**config.mk**
```make
export PLATFORM = sky130hd
export DESIGN_NAME = pipelined_addsub_rca_flat
export DESIGN_NICKNAME = d
export VERILOG_FILES = /design/src/rtl/pipelined_addsub_rca_if.sv /design/src/rtl/pipelined_addsub_rca.sv /design/src/flat_wrapper.sv
export SDC_FILE = /design/constraint.sdc
export NUM_CORES = 1
export LEC_CHECK = 0
export CAP_MARGIN = 20
export CORE_MARGIN = 3
export CORE_UTILIZATION = 45
export CTS_CLUSTER_SIZE = 25
export DETAILED_ROUTE_END_ITERATION = 10
export HOLD_SLACK_MARGIN = 0.05
export PLACE_DENSITY = 0.67
export REMOVE_ABC_BUFFERS = 1
export SYNTH_ARGS = -nofsm -noshare
export SYNTH_HDL_FRONTEND = slang
export SYNTH_SLANG_ARGS = --single-unit
```
**constraint.sdc**
```tcl
create_clock -name clk -period 4.9 [get_ports clk]
set_clock_uncertainty 0.1 [all_clocks]
set_input_delay 1.225 -clock clk [delete_from_list [all_inputs] [get_ports clk]]
set_output_delay 1.225 -clock clk [all_outputs]
set_load 0.1 [all_outputs]
```
**src/rtl/pipelined_addsub_rca_if.sv**
```systemverilog
// Operand/result bus for pipelined_addsub_rca.
// Groups the input handshake (in_valid/in_ready with A, B, Cin, Sub) and the
// output handshake (out_valid/out_ready with Sum, Cout, Ovf).
//   master : the side that supplies operands and consumes results
//   slave  : the arithmetic unit itself
interface pipelined_addsub_rca_if #(
  parameter int WIDTH = 16
);
  logic             in_valid;
  logic             in_ready;
  logic [WIDTH-1:0] A;
  logic [WIDTH-1:0] B;
  logic             Cin;
  logic             Sub;
  logic             out_valid;
  logic             out_ready;
  logic [WIDTH-1:0] Sum;
  logic             Cout;
  logic             Ovf;

  modport master (
    output in_valid, A, B, Cin, Sub, out_ready,
    input  in_ready, out_valid, Sum, Cout, Ovf
  );

  modport slave (
    input  in_valid, A, B, Cin, Sub, out_ready,
    output in_ready, out_valid, Sum, Cout, Ovf
  );
endinterface

```
**src/rtl/pipelined_addsub_rca.sv**
```systemverilog
// Pipelined ripple-carry adder/subtractor.
// The WIDTH-bit carry chain is cut into STAGES equal segments with a register
// after each one, so one operation can be accepted every clock. Stage k holds
// the result with segments 0..k already summed plus the carry into segment
// k+1. The last stage register is the output.
// Ports:
//   clk : rising-edge clock
//   rst : synchronous, active-high reset (clears all stages, drops in-flight ops)
//   bus : slave side of pipelined_addsub_rca_if
//         in_valid/in_ready, A, B, Cin, Sub  -> operands
//         out_valid/out_ready, Sum, Cout, Ovf -> result
module pipelined_addsub_rca #(
  parameter int WIDTH  = 16,
  parameter int STAGES = 4
) (
  input  logic                   clk,
  input  logic                   rst,
  pipelined_addsub_rca_if.slave  bus
);

  localparam int SEG  = WIDTH / STAGES;
  localparam int MSB  = WIDTH - 1;
  localparam int LAST = STAGES - 1;

  generate
    if (STAGES < 1 || STAGES > WIDTH) begin : g_bad_stages
      $error("pipelined_addsub_rca: STAGES must be in 1..WIDTH");
    end
    if (WIDTH % STAGES != 0) begin : g_bad_width
      $error("pipelined_addsub_rca: WIDTH must be a multiple of STAGES");
    end
  endgenerate

  // Per-stage state. a/b keep the (already inverted for Sub) operands so later
  // segments and the overflow sign check can use them.
  logic [STAGES-1:0] valid_q, valid_d;
  logic [STAGES-1:0] carry_q, carry_d;
  logic [WIDTH-1:0]  sum_q [STAGES];
  logic [WIDTH-1:0]  sum_d [STAGES];
  logic [WIDTH-1:0]  a_q   [STAGES];
  logic [WIDTH-1:0]  a_d   [STAGES];
  logic [WIDTH-1:0]  b_q   [STAGES];
  logic [WIDTH-1:0]  b_d   [STAGES];

  // Whole pipe moves together; it only stops when a result is waiting and
  // downstream refuses it.
  logic adv;
  assign adv          = !valid_q[LAST] || bus.out_ready;
  assign bus.in_ready = adv;

  generate
    for (genvar gi = 0; gi < STAGES; gi++) begin : g_stage
      logic [WIDTH-1:0] src_a;
      logic [WIDTH-1:0] src_b;
      logic [WIDTH-1:0] src_sum;
      logic             src_c;
      logic             src_v;
      logic [SEG:0]     seg_res;
      logic [WIDTH-1:0] merged;

      if (gi == 0) begin : g_first
        // Subtraction is A + ~B + 1: invert B at capture, force carry-in.
        assign src_a   = bus.A;
        assign src_b   = bus.Sub ? ~bus.B : bus.B;
        assign src_sum = '0;
        assign src_c   = bus.Sub | bus.Cin;
        assign src_v   = bus.in_valid;
      end else begin : g_next
        assign src_a   = a_q[gi-1];
        assign src_b   = b_q[gi-1];
        assign src_sum = sum_q[gi-1];
        assign src_c   = carry_q[gi-1];
        assign src_v   = valid_q[gi-1];
      end

      // Ripple segment gi; the extra top bit is the carry into the next segment.
      assign seg_res = {1'b0, src_a[gi*SEG +: SEG]}
                     + {1'b0, src_b[gi*SEG +: SEG]}
                     + {{SEG{1'b0}}, src_c};

      always_comb begin
        merged                = src_sum;
        merged[gi*SEG +: SEG] = seg_res[SEG-1:0];
      end

      assign sum_d[gi]   = merged;
      assign a_d[gi]     = src_a;
      assign b_d[gi]     = src_b;
      assign carry_d[gi] = seg_res[SEG];
      assign valid_d[gi] = src_v;
    end
  endgenerate

  always_ff @(posedge clk) begin
    if (rst) begin
      valid_q <= '0;
      carry_q <= '0;
      for (int k = 0; k < STAGES; k++) begin
        sum_q[k] <= '0;
        a_q[k]   <= '0;
        b_q[k]   <= '0;
      end
    end else if (adv) begin
      valid_q <= valid_d;
      carry_q <= carry_d;
      for (int k = 0; k < STAGES; k++) begin
        sum_q[k] <= sum_d[k];
        a_q[k]   <= a_d[k];
        b_q[k]   <= b_d[k];
      end
    end
  end

  assign bus.out_valid = valid_q[LAST];
  assign bus.Sum       = sum_q[LAST];
  assign bus.Cout      = carry_q[LAST];
  // Signed overflow: operands of equal sign giving a result of the other sign.
  assign bus.Ovf       = (a_q[LAST][MSB] == b_q[LAST][MSB]) &&
                         (sum_q[LAST][MSB] != a_q[LAST][MSB]);

endmodule

```
**src/flat_wrapper.sv**
```systemverilog
// flat-port wrapper written by rule: the top's interface ports become plain ports
module pipelined_addsub_rca_flat 
#(
  parameter int WIDTH  = 16,
  parameter int STAGES = 4
)
  (clk, rst, bus_in_valid, bus_A, bus_B, bus_Cin, bus_Sub, bus_out_ready, bus_in_ready, bus_out_valid, bus_Sum, bus_Cout, bus_Ovf);
  pipelined_addsub_rca_if #(.WIDTH(WIDTH)) bus_i ();
  input  logic clk;
  input  logic rst;
  input wire logic [$bits(bus_i.in_valid)-1:0] bus_in_valid;
  input wire logic [$bits(bus_i.A)-1:0] bus_A;
  input wire logic [$bits(bus_i.B)-1:0] bus_B;
  input wire logic [$bits(bus_i.Cin)-1:0] bus_Cin;
  input wire logic [$bits(bus_i.Sub)-1:0] bus_Sub;
  input wire logic [$bits(bus_i.out_ready)-1:0] bus_out_ready;
  output wire logic [$bits(bus_i.in_ready)-1:0] bus_in_ready;
  output wire logic [$bits(bus_i.out_valid)-1:0] bus_out_valid;
  output wire logic [$bits(bus_i.Sum)-1:0] bus_Sum;
  output wire logic [$bits(bus_i.Cout)-1:0] bus_Cout;
  output wire logic [$bits(bus_i.Ovf)-1:0] bus_Ovf;
  assign bus_i.in_valid = bus_in_valid;
  assign bus_i.A = bus_A;
  assign bus_i.B = bus_B;
  assign bus_i.Cin = bus_Cin;
  assign bus_i.Sub = bus_Sub;
  assign bus_i.out_ready = bus_out_ready;
  assign bus_in_ready = bus_i.in_ready;
  assign bus_out_valid = bus_i.out_valid;
  assign bus_Sum = bus_i.Sum;
  assign bus_Cout = bus_i.Cout;
  assign bus_Ovf = bus_i.Ovf;
  pipelined_addsub_rca #(.WIDTH(WIDTH), .STAGES(STAGES)) u_core (.clk(clk), .rst(rst), .bus(bus_i));
endmodule
```
; ---- Word-level counts from Yosys, hierarchy flattened
; Memory sizes are Yosys's and may differ from the RTL's.
; Index checks and enable logic that the tools add are counted.
[word_totals]
regBits = 8
mem_bits_rw = 192
in_bits = 38
output_inout_bits = 20
word_cells = 50
mem_count = 3
[classes]
n_addsub = 8
n_eq_ne = 2
n_mux = 18
bitwise = 14
n_reduce_logical = 3
[memory_table]
columns = name, words, word_bits, rd, rd_clocked_by_memory_dff, wr, line_no
row1 = u_core.a_q, 4, 16, 4, 0, 4, pipelined_addsub_rca.sv:40  ; logic [WIDTH-1:0] a_q [STAGES];
row2 = u_core.b_q, 4, 16, 4, 0, 4, pipelined_addsub_rca.sv:42  ; logic [WIDTH-1:0] b_q [STAGES];
row3 = u_core.sum_q, 4, 16, 4, 0, 4, pipelined_addsub_rca.sv:38  ; logic [WIDTH-1:0] sum_q [STAGES];
[ops]
columns = cell, n
row1 = $mux 16, 13
row2 = $add 4x4->5, 4
row3 = $add 5x1->5, 4
row4 = $not 16->16, 1
row5 = $or 1x1->1, 13
row6 = $mux 1, 5
row7 = $eq 1x1->1, 1
row8 = $logic_and 1x1->1, 1
row9 = $logic_not 1->1, 1
row10 = $logic_or 1x1->1, 1
row11 = $ne 1x1->1, 1

; ---- Depth between registers and ports, before layout
; Gate-level depths: netlist (run 1).
[depth]
depth_word = 6
depth_mapped = 9
ltp_nobuf = 7

; ---- Worst setup path after synthesis (run 1)
; No wires, ideal clock.
[synth_timing]
path_kind = reg2out
from = memory u_core.sum_q[3][15], in the netlist u_core.sum_q[0][63]
to = output port bus_Ovf
arrival_time_ns = 3.056
t_required_ns = 3.575
setup_slack_ns = 0.519
path_stages_with_launch = 2
path_buffers = 0
path_cell_list = edfxtp_1 -> o21ai_0
[synth_rtl]
columns = item, line_no
row1 = start: declaration, pipelined_addsub_rca.sv:38
row2 = end: declaration, flat_wrapper.sv:21  ; output wire logic [$bits(bus_i.Ovf)-1:0] bus_Ovf;

; ---- Final worst setup path (run 1)
[layout_timing]
from = input port bus_out_ready
to = output port bus_in_ready
[layout_via]
elab_chain_cells = 1
[layout_rtl]
columns = item, line_no
row1 = start: declaration, flat_wrapper.sv:16  ; input wire logic [$bits(bus_i.out_ready)-1:0] bus_out_ready;
row2 = $logic_or 1x1->1, pipelined_addsub_rca.sv:48  ; assign adv = !valid_q[LAST] || bus.out_ready;
row3 = end: declaration, flat_wrapper.sv:17  ; output wire logic [$bits(bus_i.in_ready)-1:0] bus_in_ready;
; No other way between the ends.

==> results by stage, run 1 <==
Status:
- The flow ran to the end, and the final reports show no timing, DRC or antenna violations.

Cells and area:
- The multi-input logic area is 0.00129 sq mm.
- The final standard cell count with taps included and fillers excluded is 504.
- Compared with the post-synthesis result, the final layout area differs by 19.1%.
- For this run, the post-layout net count is 428.
- The number of fillers in the final layout is 794.
- The top cell types in the final layout, fill and taps aside, are edfxtp_1 (90), and3_1 (66), clkdlybuf4s50_1 (56), nor2_1 (27), inv_1 (15).
- The commonest non-fill, non-tap cell in the layout is edfxtp_1.
- Cells with a size suffix above 1 make up 6.40% of the layout.
- The repair_antennas step left the layout with diodes totalling 0.
- The sequential standard cell area is 0.00286 sq mm.

Floorplan:
- The overall die area is 0.0109 sq mm.
- Pin placement for this block handled 58 I/O pins.
- The starting density of the core is 46.9%.
- In this run the core area contains 35 standard-cell rows.
- The height of the die is 105 microns.
- The die span in x is 105 microns.
- After floorplanning, the core was sized to cover 0.00933 sq mm.

Worst setup path:
- The cell class contributing the biggest share of worst-path delay is buffers and inverters.
- The setup path with the least slack is of type in2out.
- The worst-path cell with the longest stage delay is clkdlybuf4s50_1.
- The worst setup path is launched from an input pin.
- The internal reg-to-reg setup slack is 2760 ps.
- The signal on the critical path passes through clkdlybuf4s50_1 -> nor2b_4 -> inv_4 -> buf_4.
- At the worst endpoint, the required time is 3580 ps.
- The highest net fanout along the worst path is 12.
- The total buffers and inverters traversed by the critical path is 3.
- The delay of the slowest cell on the worst path is 440 ps.
- The critical path arrival is 2270 ps.
- The endpoint type of the worst setup path is an output pin.

Clock tree:
- The clock-pin transition on the worst setup and hold timing paths is 90 ps.
- TritonCTS built the clock tree.
- The sink count of the clock tree is 98.
- The number of hold buffers added after CTS is 0.
- The number of buffers on the longest clock path is 2.
- Once the clock tree was built, the setup fixing pass inserted 0 buffers.
- The number of CTS-inserted buffers is 9.
- Once the clock tree was built, the resizer swapped 0 gates to a different size.
- The later pin in the worst-skew pair is clocked with a latency of 350 ps.
- The clock tree synthesis step divided the H-tree into 3 levels.
- The library cell used as clock root buffer is clkbuf_8.

Power and ir drop:
- Of the total power, the share spent switching nets is 23.1%.
- The power spent charging and discharging nets is 0.000409 W.
- The part of the power in registers is 55.7%.
- For this design the ratio of total power to cell area is 340 mW/mm^2.
- The analysis attributes to cell leakage a power of 2.26 nW.
- The largest voltage drop on the vdd net is 0.000164 V.
- The share of total power dissipated in the clock network is 31.9%.
- The design draws 0.00177 W.
- The share of total power dissipated in combinational logic is 12.4%.
- Internal power comes to 0.00136 W.

STA:
- Setup repair after global routing left no endpoint under its margin.
- Setup violations remaining at the end of the flow were counted as 0.
- The clock period could shrink to 3600 ps.
- Based on the critical path, the design can be clocked at up to 278 MHz.
- The sum of negative setup slack is 0 ps.
- At the pin with the least slew margin, the transition time is 971 ps.
- The part of the cycle the worst path needs is 73.4%.
- The count of final max-slew check failures was 0.
- The count of endpoints failing hold in the final timing report came to 0.
- The worst-case headroom to the max-slew limit is 35.1%.

Synthesis:
- The count of unique library cells instantiated by Yosys is 30.
- The number of cells produced by synthesis is 319.
- Averaged over all synthesized cells, the footprint is 13.7 sq um.
- The fraction of synthesis flops using an asynchronous set or reset pin is 0%.
- Of the post-synthesis cell area, the dominant cell type holds 61.8%.
- The number of warnings issued by yosys is 0.
- In this run, synthesis inferred 90 flip-flops with an integrated enable.
- By area the synthesized netlist is led by edfxtp_1 (62%), and3_1 (9.4%), dfxtp_1 (3.7%), fa_1 (3.7%), ha_1 (3.4%).
- In the synthesized netlist the dominant register cell turns out to be edfxtp_1.
- Synthesis inferred 98 register bits.
- The largest total area in the synthesized netlist belongs to edfxtp_1.
- The sequential cell area fraction in the yosys report is 65.5%.
- The post-synth design cell area is 0.00437 sq mm.

Routing:
- The number of search-and-repair iterations in the first detailed-routing pass is 4.
- The average detailed-routed wire length per instance is 13.6 microns.
- The residual DRC count is 0.
- After the first detailed-routing iteration, the DRC count stood at 127.
- The total vias in the final route is 2,469.
- The remaining antenna violation count is 0.
- The final layout contains routed wiring with a total length of 6.87 mm.
- Using the TritonRoute via totals, the vias-per-cell ratio works out to 4.90.

GRT:
- The initial antenna violation count is 0.
- The via count of the first global-routing pass came to 2,460.
- After global routing the overflow that remains totals 0.
- Global routing used 13.1% of the available tracks across all layers.
- The first global-routing pass estimated 11.4 mm of wire.
- The largest net degree at the start of global routing is 76.

Placed design:
- Once detailed placement completed, the half-perimeter wirelength came to 4.26 mm.
- The number of port buffers is 57.
- Including well taps, the total number of placed cells is 488.
- The congestion estimate from routability-driven global placement came to 0.745.

Run:
- Across the run, the number of max-cap violations was 0.

Worst hold path:
- The tightest min-delay check is of the reg2reg type.
-- worst min-delay path, cell delays in order, from the launching register on --
cell     delay (ps)
dfxtp_1         320
nand2_1          50
a21oi_1          50
-- logic make-up (layout without fill, tap and decap cells) --
logic type / Yosys count / count (layout) / share of synthesized area, %
DFF: 98 / 98 / 65.5
buffers and inverters: 38 / 94 / 5.24
AOI/OAI and AO/OA: 22 / 22 / 2.89
adders and majority gates: 20 / 20 / 7.10
and+or+nand+nor: 122 / 122 / 15.5
muxes: 2 / 2 / 0.458
xor gates and xnor gates: 17 / 17 / 3.41
-- worst paths after layout --
| path | startpoint | to | cells after the start |
|---|---|---|---|
| setup reg to reg | u_core.valid_q[3]$_SDFFE_PP0P_ | u_core.sum_q[0][63]$_SDFFCE_PN0P_ | 5 |
| setup / recovery | bus_out_ready | bus_in_ready | 4 |
| hold reg to reg | u_core.valid_q[0]$_SDFFE_PP0P_ | u_core.valid_q[0]$_SDFFE_PP0P_ | 2 |
| hold / removal | u_core.valid_q[0]$_SDFFE_PP0P_ | u_core.valid_q[0]$_SDFFE_PP0P_ | 2 |
-- per-stage QoR --
stage	cell area, sq um	hold slack, ps	util, %	setup WS [ps]
2_1_floorplan	4210	326	-	519
3_3_place_gp	4990	338	53.5	1310
3_5_place_dp	4990	354	53.5	1290
4_1_cts	5210	365	55.9	1290
5_1_grt	5210	383	55.9	1270
6_report	5210	366	55.9	1300
-- metal layers --
layer  share of wire (%)  up-vias  track usage [%]
li1                    -     1243                -
met1                  46     1161             16.9
met2                  47       53             21.3
met3                 4.2       12             2.96
met4                 2.1        0             5.81
met5                   0        -                0
-- power by group through the flow --
| stage | combinational (W) | clock (W) | sequential, W |
|---|---|---|---|
| floorplan | 0.0000916 | 0 | 0.00106 |
| global placement | 0.000217 | 0 | 0.00100 |
| detailed placement | 0.000222 | 0 | 0.00101 |
| CTS | 0.000223 | 0.000575 | 0.000988 |
| global route | 0.000242 | 0.000611 | 0.000993 |
| finish | 0.000220 | 0.000566 | 0.000987 |
-- sequential cells by signal (all words and copies together), names as in the netlist --
| signal | count |
|---|---|
| u_core.b_q | 25 |
| u_core.carry_q | 4 |
| u_core.a_q | 25 |
| u_core.valid_q | 4 |
| u_core.sum_q | 40 |
-- synthesized netlist by cell type (2+ instances only) --
cell / n
a211oi_1: 2
a21o_1: 3
a21oi_1: 11
and3_1: 66
buf_2: 4
buf_6: 10
clkbuf_1: 6
dfxtp_1: 8
edfxtp_1: 90
fa_1: 8
ha_1: 12
inv_1: 15
mux2i_1: 2
nand2_1: 9
nand3_1: 3
nand3b_1: 2
nor2_1: 27
nor2b_1: 6
nor3_1: 4
o21ai_0: 5
or3_1: 2
xnor2_1: 14
xor2_1: 3
-- final cells by class --
class | count | share of cell area (%)
Clock buffer | 12 | 2.79
Clock inverter | 4 | 1.44
Inverter | 17 | 1.27
Multi-Input combinational cell | 183 | 24.7
Sequential cell | 98 | 54.9
Tap cell | 129 | 3.10
Timing Repair Buffer | 61 | 11.7
No activity file was read; power rests on OpenSTA's default activity.
==> inputs of run 2 (changes only) <==
--- a/config.mk
+++ b/config.mk
@@ -11,7 +11,7 @@
 export CTS_CLUSTER_SIZE = 25
 export DETAILED_ROUTE_END_ITERATION = 10
 export HOLD_SLACK_MARGIN = 0.05
-export PLACE_DENSITY = 0.67
+export PLACE_DENSITY = 0.7
 export REMOVE_ABC_BUFFERS = 1
 export SYNTH_ARGS = -nofsm -noshare
 export SYNTH_HDL_FRONTEND = slang
==> constraint.sdc (replaced) <==
create_clock -name clk -period 3.3 [get_ports clk]
set_clock_uncertainty 0.1 [all_clocks]
set_input_delay 0.825 -clock clk [delete_from_list [all_inputs] [get_ports clk]]
set_output_delay 0.825 -clock clk [all_outputs]
set_load 0.1 [all_outputs]
==> run 2 against run 1 <==
  * Sequential cell count stayed put
  * Clock power grew 38%
  * Hold slack improved by 12 ps
  * Critical path depth did not move
  * Global-route usage rose by 0.85 points
  * Sequential share of layout area increased by 0.13 points
  * First-iteration DRC count fell by 2.4%
  * Largest power group unchanged
==> results by stage, run 2 (synthesis results as in run 1) <==
STA:
- Subtracting the final worst setup slack from the clock period gives 2690 ps.
- The count of final max-slew check failures was 0 (unchanged).
- The maximum clock frequency is 372 MHz.
- The worst slack on hold paths came to 378 ps (+11.7 ps).
- The final critical path takes up 81.5% of the cycle.
- The count of final setup violators was 0 (unchanged).
- The transition time at the pin with the least slew margin came to 485 ps (-486 ps).
- The worst-case headroom to the max-slew limit is 67.6% (+33 points).
- The count of endpoints failing hold in the final timing report is 0 (unchanged).
- Setup repair after global routing left no endpoint under its margin.

Cells and area:
- The total inserted antenna cells is 0 (unchanged).
- The final non-filler cell area came to 0.00520 sq mm (-0.24%).
- The flip-flop count of the largest register, all copies and words added is 40 (unchanged).
- The commonest non-fill, non-tap cell in the layout is edfxtp_1.
- In the layout the commonest cells are edfxtp_1 (90), and3_1 (66), clkdlybuf4s50_1 (37), nor2_1 (27), buf_4 (27).
- The largest registers in the layout are u_core.sum_q: 40 flops, u_core.a_q: 25 flops, u_core.b_q: 25 flops.
- The number of nets in the layout came to 433 (+1.2%).
- The fraction of layout cells with a size suffix above 1 is 12.9% (+6.5 points).
- The number of fillers in the final layout came to 761 (-4.2%).
- The multi-input logic area is 0.00129 sq mm (unchanged).
- The register with the highest flop count is u_core.sum_q.
- The final standard cell count with taps included and fillers excluded is 509 (+0.99%).
- Relative to the synthesized area, the layout overhead comes to 18.9%.
- The sequential standard cell area is 0.00286 sq mm (unchanged).

Routing:
- The final routed wirelength across all metal layers came to 7.20 mm (+4.8%).
- The number of DRC violations after detailed-routing iteration 0 was 124 (-2.4%).
- The via density per instance is 4.89 (-0.26%).
- The residual DRC count came to 0 (unchanged).
- The number of search-and-repair iterations in the first detailed-routing pass is 4 (unchanged).
- The average detailed-routed wire length per instance is 14.1 microns (+3.8%).
- The remaining antenna violation count is 0 (unchanged).
- The total vias in the final route is 2,487 (+0.73%).

GRT:
- The global route total overflow is 0 (unchanged).
- The largest net degree at the start of global routing was 50 (-34%).
- The initial antenna violation count came to 0 (unchanged).
- The combined global-route utilization of all metal layers came to 13.9% (+0.85 points).
- The wire length of the first global-routing pass was 12.2 mm (+6.3%).
- The via count of the first global-routing pass is 2,564 (+4.2%).

Worst hold path:
- The tightest min-delay check is of the reg2reg type.
- The startpoint identified for the worst hold timing path is u_core.valid_q[1]$_SDFFE_PP0P_.

Placed design:
- The cell area after placement was 0.00499 sq mm (about the same).
- The number of cells after detailed placement is 493 (+1.0%).
- The last weighted congestion value of the routability-driven placer is 0.789 (+5.8%).
- The number of port buffers came to 57 (unchanged).
- The placed wire-length estimate is 4.89 mm (+15%).

Clock tree:
- The clock-pin transition on the worst setup and hold timing paths is 90 ps (about the same).
- The number of buffers on the longest clock path was 2 (unchanged).
- The number of hold buffers added after CTS is 0 (unchanged).
- The post-CTS resize count is 0 (unchanged).
- The number of CTS-inserted buffers was 9 (unchanged).
- The total number of H-tree levels is 3 (unchanged).
- The post-CTS setup buffer count is 0 (unchanged).
- The root buffer cell chosen for the clock tree is clkbuf_8.
- The sink count of the clock tree is 98 (unchanged).
- The CTS tree is done.
- The clock latency of the later-clocked register in the worst-skew pair is 360 ps (about the same).

Floorplan:
- The count of pins on the block boundary is 58 (unchanged).
- The starting density of the core is 46.9% (unchanged).
- The placement row count is 35 (unchanged).
- The overall die area is 0.0109 sq mm (unchanged).
- The die span in x is 105 microns (unchanged).
- The height of the die came to 105 microns (unchanged).
- The core area is 0.00933 sq mm (unchanged).

Power and ir drop:
- The leakage power of the design is 2.32 nW (+2.8%).
- The largest voltage drop on the vdd net is 0.000239 V (+46%).
- The power per unit of standard cell area is 496 mW/mm^2 (+46%).

Worst setup path:
- The worst-path cell with the longest stage delay is clkdlybuf4s50_1.
- The worst setup path endpoint is bus_in_ready.
- Traced cell by cell, the critical path runs through clkdlybuf4s50_1 -> nor2b_4 -> inv_4 -> buf_12.
- By startpoint and endpoint, the worst setup path is classified as in2out.
- The internal reg-to-reg setup slack came to 1330 ps (-1430 ps).
- The endpoint type of the worst setup path is an output pin.
- The path length in cells of the critical path was 4 (unchanged).
- The data required time at the worst endpoint is 2370 ps (-1210 ps).
- The total buffers and inverters traversed by the critical path is 3 (unchanged).
- The worst setup path is launched from an input pin.
- The highest net fanout along the worst path is 18 (+6).
- The endpoint of the worst register-to-register path is u_core.carry_q[3]$_SDFFE_PP0P_.
- The critical path arrival is 1770 ps (-500 ps).
- The delay of the slowest cell on the worst path is 500 ps (+60 ps).
- The most critical setup path has its startpoint at bus_out_ready.
- The cell class contributing the biggest share of worst-path delay is buffers and inverters.
- The logic depth of the worst register-to-register path is 6 (+1).
- The reg-to-reg startpoint is u_core.carry_q[2]$_SDFFE_PP0P_.

Status:
- The flow ran to the end, and the final reports show no timing, DRC or antenna violations.

Run:
- The max-capacitance violation count is 0 (unchanged).
==> run 2: changes by cell type in the layout (fill, tap and decap cells not counted), sizes merged <==
cell	previous run	this run
bufinv	2	1
clkinv	0	1
clkdlybuf4s50	56	37
buf	5	29
==> run 2: worst min-delay path by stage <==
stage / to / slack (ps) / cells after the start
2_1_floorplan: u_core.valid_q[0]$_SDFFE_PP0P_ / 330 / 2
3_3_place_gp: u_core.valid_q[2]$_SDFFE_PP0P_ / 340 / 2
3_5_place_dp: u_core.valid_q[2]$_SDFFE_PP0P_ / 360 / 2
4_1_cts: u_core.valid_q[2]$_SDFFE_PP0P_ / 380 / 2
5_1_grt: u_core.valid_q[2]$_SDFFE_PP0P_ / 400 / 2
6_report: u_core.valid_q[2]$_SDFFE_PP0P_ / 380 / 2
==> run 2: area by class of cell <==
class / count / share of cell area [%]
clock buffer: 12 / 2.99
clock inverter: 4 / 0.963
tap: 129 / 3.11
multi-input combinational: 183 / 24.8
inverter: 17 / 1.28
timing repair buffer: 66 / 11.8
sequential: 98 / 55.1
==> run 2: power by group <==
part	switching [W]	total (W)	leakage, nW	internal (W)
combinational	0.000194	0.000329	1.09	0.000135
clock	0.000389	0.000780	0.0986	0.000391
sequential	0.0000244	0.00147	1.13	0.00144
==> run 2: metrics by stage <==
stage	utilization [%]	power (W)	setup TNS, ps	setup slack, ps
after detailed placement	53.5	0.00183	0	286
final	55.7	0.00258	0	610
after CTS	55.7	0.00260	0	598
after global placement	53.5	0.00181	0	362
after floorplan	-	0.00171	-49700	-681
after global routing	55.7	0.00268	0	580
==> run 2: tightest hold or removal path: stages (launching register included) <==
cell	delay [ps]
dfxtp_1	330
nand2_1	50
a21oi_1	50
==> run 2: routing by layer <==
layer / up-vias / GRT usage (%) / part of all wire (%)
li1: 1243 / - / -
met1: 1177 / 17.1 / 43
met2: 55 / 23.6 / 50
met3: 12 / 2.66 / 4.4
met4: 0 / 7.03 / 2.4
met5: - / 0 / 0
